<file path="config.mk">
export PLATFORM = sky130hd
export DESIGN_NAME = fifo_ctrl_flat
export DESIGN_NICKNAME = d
export VERILOG_FILES = /design/src/rtl/fifo_pkg.sv /design/src/rtl/fifo_ctrl_if.sv /design/src/rtl/fifo_ctrl.sv /design/src/flat_wrapper.sv
export SDC_FILE = /design/constraint.sdc
export NUM_CORES = 1
export LEC_CHECK = 0
export ABC_AREA = 1
export ABC_CLOCK_PERIOD_IN_PS = 1800
export BUFFER_PORTS_ARGS = -buffer_cell sky130_fd_sc_hd__clkbuf_2
export CORE_AREA = 3 3 40 42
export CTS_BUF_LIST = sky130_fd_sc_hd__clkbuf_2 sky130_fd_sc_hd__clkbuf_4 sky130_fd_sc_hd__clkbuf_8
export DETAILED_ROUTE_END_ITERATION = 10
export DIE_AREA = 0 0 43 45
export GPL_TIMING_DRIVEN = 1
export HOLD_SLACK_MARGIN = 0.02
export PLACE_DENSITY = 0.73
export SLEW_MARGIN = 20
export SYNTH_ARGS = -nofsm -noshare
export SYNTH_HDL_FRONTEND = slang
export SYNTH_SLANG_ARGS = --single-unit
export TNS_END_PERCENT = 5
</file>
<file path="constraint.sdc">
create_clock -name clk -period 1.8 [get_ports clk]
set_input_delay 0.09 -clock clk [delete_from_list [all_inputs] [get_ports clk]]
set_output_delay 0.09 -clock clk [all_outputs]
set_load 0.02 [all_outputs]
</file>
<file path="src/rtl/fifo_pkg.sv">
// Shared types and helpers for the FIFO pointer/flag controller.
package fifo_pkg;

  localparam int PTR_W_MAX = 16;

  typedef logic [PTR_W_MAX-1:0] ptr_t;

  // Encoding is {push_ok, pop_ok}.
  typedef enum logic [1:0] {
    OP_NONE = 2'b00,
    OP_POP  = 2'b01,
    OP_PUSH = 2'b10,
    OP_BOTH = 2'b11
  } fifo_op_t;

  // Advances a pointer by one when en is set, wrapping at 2**addr_width.
  function automatic ptr_t next_ptr(input ptr_t ptr, input logic en,
                                    input int unsigned addr_width);
    ptr_t mask;
    mask = ptr_t'((32'd1 << addr_width) - 32'd1);
    return en ? ((ptr + ptr_t'(1)) & mask) : ptr;
  endfunction

endpackage

</file>
<file path="src/rtl/fifo_ctrl_if.sv">
// Request/status bundle between a FIFO user (master) and the pointer controller (slave).
interface fifo_ctrl_if #(
  parameter int ADDR_WIDTH = 2
);
  logic                  wr;
  logic                  rd;
  logic                  w_en;
  logic [ADDR_WIDTH-1:0] w_addr;
  logic [ADDR_WIDTH-1:0] r_addr;
  logic [ADDR_WIDTH:0]   count;
  logic                  empty;
  logic                  full;
  logic                  almost_empty;
  logic                  almost_full;
  logic                  overflow;
  logic                  underflow;

  modport master (
    output wr, rd,
    input  w_en, w_addr, r_addr, count, empty, full,
           almost_empty, almost_full, overflow, underflow
  );

  modport slave (
    input  wr, rd,
    output w_en, w_addr, r_addr, count, empty, full,
           almost_empty, almost_full, overflow, underflow
  );
endinterface

</file>
<file path="src/rtl/fifo_ctrl.sv">
// Pointer and flag controller turning a register_file into a synchronous FIFO.
module fifo_ctrl
  import fifo_pkg::*;
#(
  parameter int ADDR_WIDTH = 2,
  parameter int AF_THRESH  = 3,
  parameter int AE_THRESH  = 1
) (
  input  logic        clk,
  input  logic        reset,
  fifo_ctrl_if.slave  bus
);
  localparam int CNT_W = ADDR_WIDTH + 1;
  localparam int DEPTH = 2 ** ADDR_WIDTH;

  logic             push_ok;
  logic             pop_ok;
  fifo_op_t         op;
  logic [CNT_W-1:0] count_next;
  logic [ADDR_WIDTH-1:0] w_addr_next;
  logic [ADDR_WIDTH-1:0] r_addr_next;

  // Acceptance uses the registered flags; a full FIFO still takes a push
  // when a pop frees the head slot on the same edge.
  // NOTE: every signal gets a default at the top of always_comb so no path
  // leaves it unassigned, which would otherwise infer a latch.
  always_comb begin
    push_ok     = bus.wr & (~bus.full | bus.rd);
    pop_ok      = bus.rd & ~bus.empty;
    op          = fifo_op_t'({push_ok, pop_ok});
    count_next  = bus.count;
    w_addr_next = ADDR_WIDTH'(next_ptr(ptr_t'(bus.w_addr), push_ok, ADDR_WIDTH));
    r_addr_next = ADDR_WIDTH'(next_ptr(ptr_t'(bus.r_addr), pop_ok, ADDR_WIDTH));
    case (op)
      OP_PUSH: count_next = bus.count + CNT_W'(1);
      OP_POP:  count_next = bus.count - CNT_W'(1);
      default: count_next = bus.count;
    endcase
  end

  // Writes are suppressed while reset is held so storage is untouched.
  assign bus.w_en = push_ok & ~reset;

  // NOTE: state is updated with non-blocking assignments so every register
  // samples the pre-edge values, regardless of statement order.
  always_ff @(posedge clk) begin
    if (reset) begin
      bus.w_addr       <= '0;
      bus.r_addr       <= '0;
      bus.count        <= '0;
      bus.empty        <= 1'b1;
      bus.full         <= 1'b0;
      bus.almost_empty <= 1'b1;
      bus.almost_full  <= 1'b0;
      bus.overflow     <= 1'b0;
      bus.underflow    <= 1'b0;
    end else begin
      bus.w_addr       <= w_addr_next;
      bus.r_addr       <= r_addr_next;
      bus.count        <= count_next;
      bus.empty        <= (count_next == '0);
      bus.full         <= (count_next == CNT_W'(DEPTH));
      bus.almost_empty <= (count_next <= CNT_W'(AE_THRESH));
      bus.almost_full  <= (count_next >= CNT_W'(AF_THRESH));
      bus.overflow     <= bus.wr & ~push_ok;
      bus.underflow    <= bus.rd & ~pop_ok;
    end
  end
endmodule

</file>
<file path="src/flat_wrapper.sv">
// flat-port wrapper written by rule: the top's interface ports become plain ports
module fifo_ctrl_flat import fifo_pkg::*;
#(
  parameter int ADDR_WIDTH = 2,
  parameter int AF_THRESH  = 3,
  parameter int AE_THRESH  = 1
)
  (clk, reset, bus_wr, bus_rd, bus_w_en, bus_w_addr, bus_r_addr, bus_count, bus_empty, bus_full, bus_almost_empty, bus_almost_full, bus_overflow, bus_underflow);
  fifo_ctrl_if #(.ADDR_WIDTH(ADDR_WIDTH)) bus_i ();
  input  logic clk;
  input  logic reset;
  input wire logic [$bits(bus_i.wr)-1:0] bus_wr;
  input wire logic [$bits(bus_i.rd)-1:0] bus_rd;
  output wire logic [$bits(bus_i.w_en)-1:0] bus_w_en;
  output wire logic [$bits(bus_i.w_addr)-1:0] bus_w_addr;
  output wire logic [$bits(bus_i.r_addr)-1:0] bus_r_addr;
  output wire logic [$bits(bus_i.count)-1:0] bus_count;
  output wire logic [$bits(bus_i.empty)-1:0] bus_empty;
  output wire logic [$bits(bus_i.full)-1:0] bus_full;
  output wire logic [$bits(bus_i.almost_empty)-1:0] bus_almost_empty;
  output wire logic [$bits(bus_i.almost_full)-1:0] bus_almost_full;
  output wire logic [$bits(bus_i.overflow)-1:0] bus_overflow;
  output wire logic [$bits(bus_i.underflow)-1:0] bus_underflow;
  assign bus_i.wr = bus_wr;
  assign bus_i.rd = bus_rd;
  assign bus_w_en = bus_i.w_en;
  assign bus_w_addr = bus_i.w_addr;
  assign bus_r_addr = bus_i.r_addr;
  assign bus_count = bus_i.count;
  assign bus_empty = bus_i.empty;
  assign bus_full = bus_i.full;
  assign bus_almost_empty = bus_i.almost_empty;
  assign bus_almost_full = bus_i.almost_full;
  assign bus_overflow = bus_i.overflow;
  assign bus_underflow = bus_i.underflow;
  fifo_ctrl #(.ADDR_WIDTH(ADDR_WIDTH), .AF_THRESH(AF_THRESH), .AE_THRESH(AE_THRESH)) u_core (.clk(clk), .reset(reset), .bus(bus_i));
endmodule
</file>
==> results.sh <==
export IMPL_cap_violations=0
export IMPL_p_per_area_nw_per_um2=1520
export IMPL_ys_warn_count=0
export IMPL_initial_core_util=0.413
export IMPL_relSlewSlack=0.872
export IMPL_p_int_mw=0.613
export IMPL_maxSlewViolCount=0
export IMPL_die_y_um=45
export IMPL_syn_avg_cell_area_um2=7.92
export IMPL_min_path_type="in -> reg"
export IMPL_syn_inst=67
export IMPL_numPortBuffers=17
export IMPL_p_switching_mw=0.426
export IMPL_dp_hpwl_um=800
export IMPL_min_period_ns=1.70
export IMPL_gp_congestion=0.827
export IMPL_cts_hold_buf=0
export IMPL_cts_root_buffer="clkbuf_4"
export IMPL_cts_setup_buffers=0
export IMPL_fill_cells=117
export IMPL_die_area_um2=1940
export IMPL_die_w_um=43
export IMPL_tightest_slew_ns=0.191
export IMPL_leakage_nw=0.369
export IMPL_synth_seq_cells=13
export IMPL_setup_viol=0
export IMPL_grt_pass1_vias=424
export IMPL_cts_made_buffers=3
export IMPL_diodes=0
export IMPL_finalCritPeriodShare=0.945
export IMPL_peakVddDrop_mv=0.727
export IMPL_hold_viol_final=0
export IMPL_io_pins=18
export IMPL_num_rows=13
export IMPL_vias=457
export IMPL_grt_total_usage=0.120
export IMPL_multi_input_area_um2=233
export IMPL_synth_nets=73
export IMPL_placed_cells=100
export IMPL_cp_end_kind="flip-flop"
export IMPL_drive_gt1_frac=0.348
export IMPL_fp_coreArea_um2=1280
export IMPL_worst_setup_path_start_kind="flip-flop"
export IMPL_overflow=0
export IMPL_p_sw_frac=0.410
export IMPL_met3_length_um=54
export IMPL_antenna_found_initial=0
export IMPL_wl_met2_um=460
export IMPL_cp_max_fo=3
export IMPL_path_clk_slew_ns=0.08
export IMPL_clockBufferDepth=2
export IMPL_dr_pass1_iters=4
export IMPL_drcViolationCount=0
export IMPL_synth_cell_types=15
export IMPL_seq_area_frac_synth=0.491
export IMPL_crit_arrival_ns=1.87
export IMPL_grt_max_degree=8
export IMPL_hold_slack_ns=0.0302
export IMPL_wl_per_cell_um=9.72
export IMPL_syn_cell_area_um2=531
export IMPL_fmax_ghz=0.588
export IMPL_fin_cells=104
export IMPL_drt_iter0_drc=7
export IMPL_pwr_share_seq=0.394
export IMPL_ant_nets=0
export IMPL_syn2layout_area_growth_pct=28.8
export IMPL_grt_pass1_wl_um=1700
export IMPL_cts_htree_levels=1
export IMPL_skew_ns=0.00811
export IMPL_cts_tree="yes"
export IMPL_vias_per_cell=4.39
export IMPL_cts_resized=0
export IMPL_p_comb_frac=0.414
export IMPL_cts_sinks=13
export IMPL_finalNetCount=96
export IMPL_ff_latch_area_um2=260
export IMPL_clk_latency_ns=0.28
export IMPL_worstPathRequired_ns=1.97
export IMPL_highest_layer="met4"
export IMPL_criticalPathCategory="reg -> reg"
export IMPL_status="finished clean"
export IMPL_routed_wirelength_um=1010
export IMPL_clkPwrFrac=0.192
export IMPL_wl_met1_um=466
export IMPL_rsz0062_at_grt="yes"
==> worst max-delay path: stages, from the launching register on <==
cell	delay, ns
dfxtp_1	0.32
nand2_1	0.08
nand2_1	0.09
ha_2	0.21
fa_1	0.47
inv_1	0.05
o21ai_2	0.15
inv_1	0.08
nand3_1	0.08
nand2_1	0.06
==> cell families (layout without fill, tap and decap cells) <==
| group | after synthesis | count (layout) | synth area share |
|---|---|---|---|
| AO/OA/AOI/OAI | 1 | 1 | 0.00942 |
| XOR/XNOR | 3 | 3 | 0.0495 |
| buffers and inverters | 13 | 35 | 0.0920 |
| adder cells (fa/ha/maj) | 2 | 2 | 0.0613 |
| flip-flops | 13 | 13 | 0.491 |
| AND/OR/NAND/NOR | 35 | 35 | 0.297 |
==> state kept, by name, indices dropped and copies added (netlist names) <==
signal	cells
u_core.bus.almost_empty	1
u_core.bus.w_addr	2
u_core.bus.r_addr	2
u_core.bus.full	1
u_core.bus.empty	1
u_core.bus.overflow	1
u_core.bus.count	3
u_core.bus.underflow	1
u_core.bus.almost_full	1
==> cells in the final DEF (no fill, tap or decap) <==
cell,count
buf_4,1
nand2_2,2
clkbuf_2,17
clkbuf_4,4
inv_1,12
nand4_1,1
o21ai_2,1
nand3_2,1
fa_1,1
ha_2,1
xor2_1,2
nand2_1,15
nor2_1,9
inv_2,1
nor2_4,1
dfxtp_1,13
nand3_1,4
xnor2_1,1
nor2_2,2
==> layer usage <==
metal | track usage | vias up
li1 | - | 244
met1 | 0.150 | 196
met3 | 0.0359 | 3
met5 | 0 | -
met2 | 0.183 | 14
met4 | 0.0723 | 0
==> layout make-up <==
| type | instances | area share |
|---|---|---|
| sequential | 13 | 0.381 |
| clock buffer | 4 | 0.0440 |
| tap | 15 | 0.0275 |
| inverter | 13 | 0.0714 |
| timing repair buffer | 18 | 0.136 |
| multi-input combinational | 41 | 0.341 |
==> path summary, 6_finish.rpt <==
check	from	end	slack, ns	cells after the start
max	u_core.bus.full	u_core.bus.almost_empty	0.1	9
min	bus_rd	u_core.bus.underflow	0.03	3
max reg2reg	u_core.bus.full	u_core.bus.almost_empty	0.1	9
min reg2reg	u_core.bus.empty	u_core.bus.underflow	0.50	2
==> per-stage QoR <==
stage               utilization  power [mW]  setup TNS [ns]  area (um2)  setup WS, ns
finish                    0.532        1.04               0         683        0.0992
CTS                       0.523        1.03               0         672       0.00459
global route              0.532        1.11        -0.00790         683      -0.00790
floorplan                     -       0.713               0         531        0.0404
detailed placement        0.500       0.833               0         642        0.0268
global placement          0.500       0.826               0         642        0.0487
==> power groups by stage <==
stage	clock [mW]	sequential (mW)	combinational (mW)
CTS	0.204	0.411	0.418
floorplan	0	0.503	0.211
global placement	0	0.414	0.411
detailed placement	0	0.417	0.415
finish	0.200	0.410	0.430
global route	0.211	0.422	0.480
==> synthesized netlist by cell type, drive strengths merged <==
| master | number | share of area |
|---|---|---|
| dfxtp | 13 | 0.49 |
| fa | 1 | 0.038 |
| ha | 1 | 0.024 |
| inv | 13 | 0.092 |
| nand2 | 17 | 0.12 |
| nand3 | 5 | 0.057 |
| nand4 | 1 | 0.012 |
| nor2 | 12 | 0.11 |
| o21ai | 1 | 0.0094 |
| xnor2 | 1 | 0.017 |
| xor2 | 2 | 0.033 |
(Power assumes the default switching activity.)
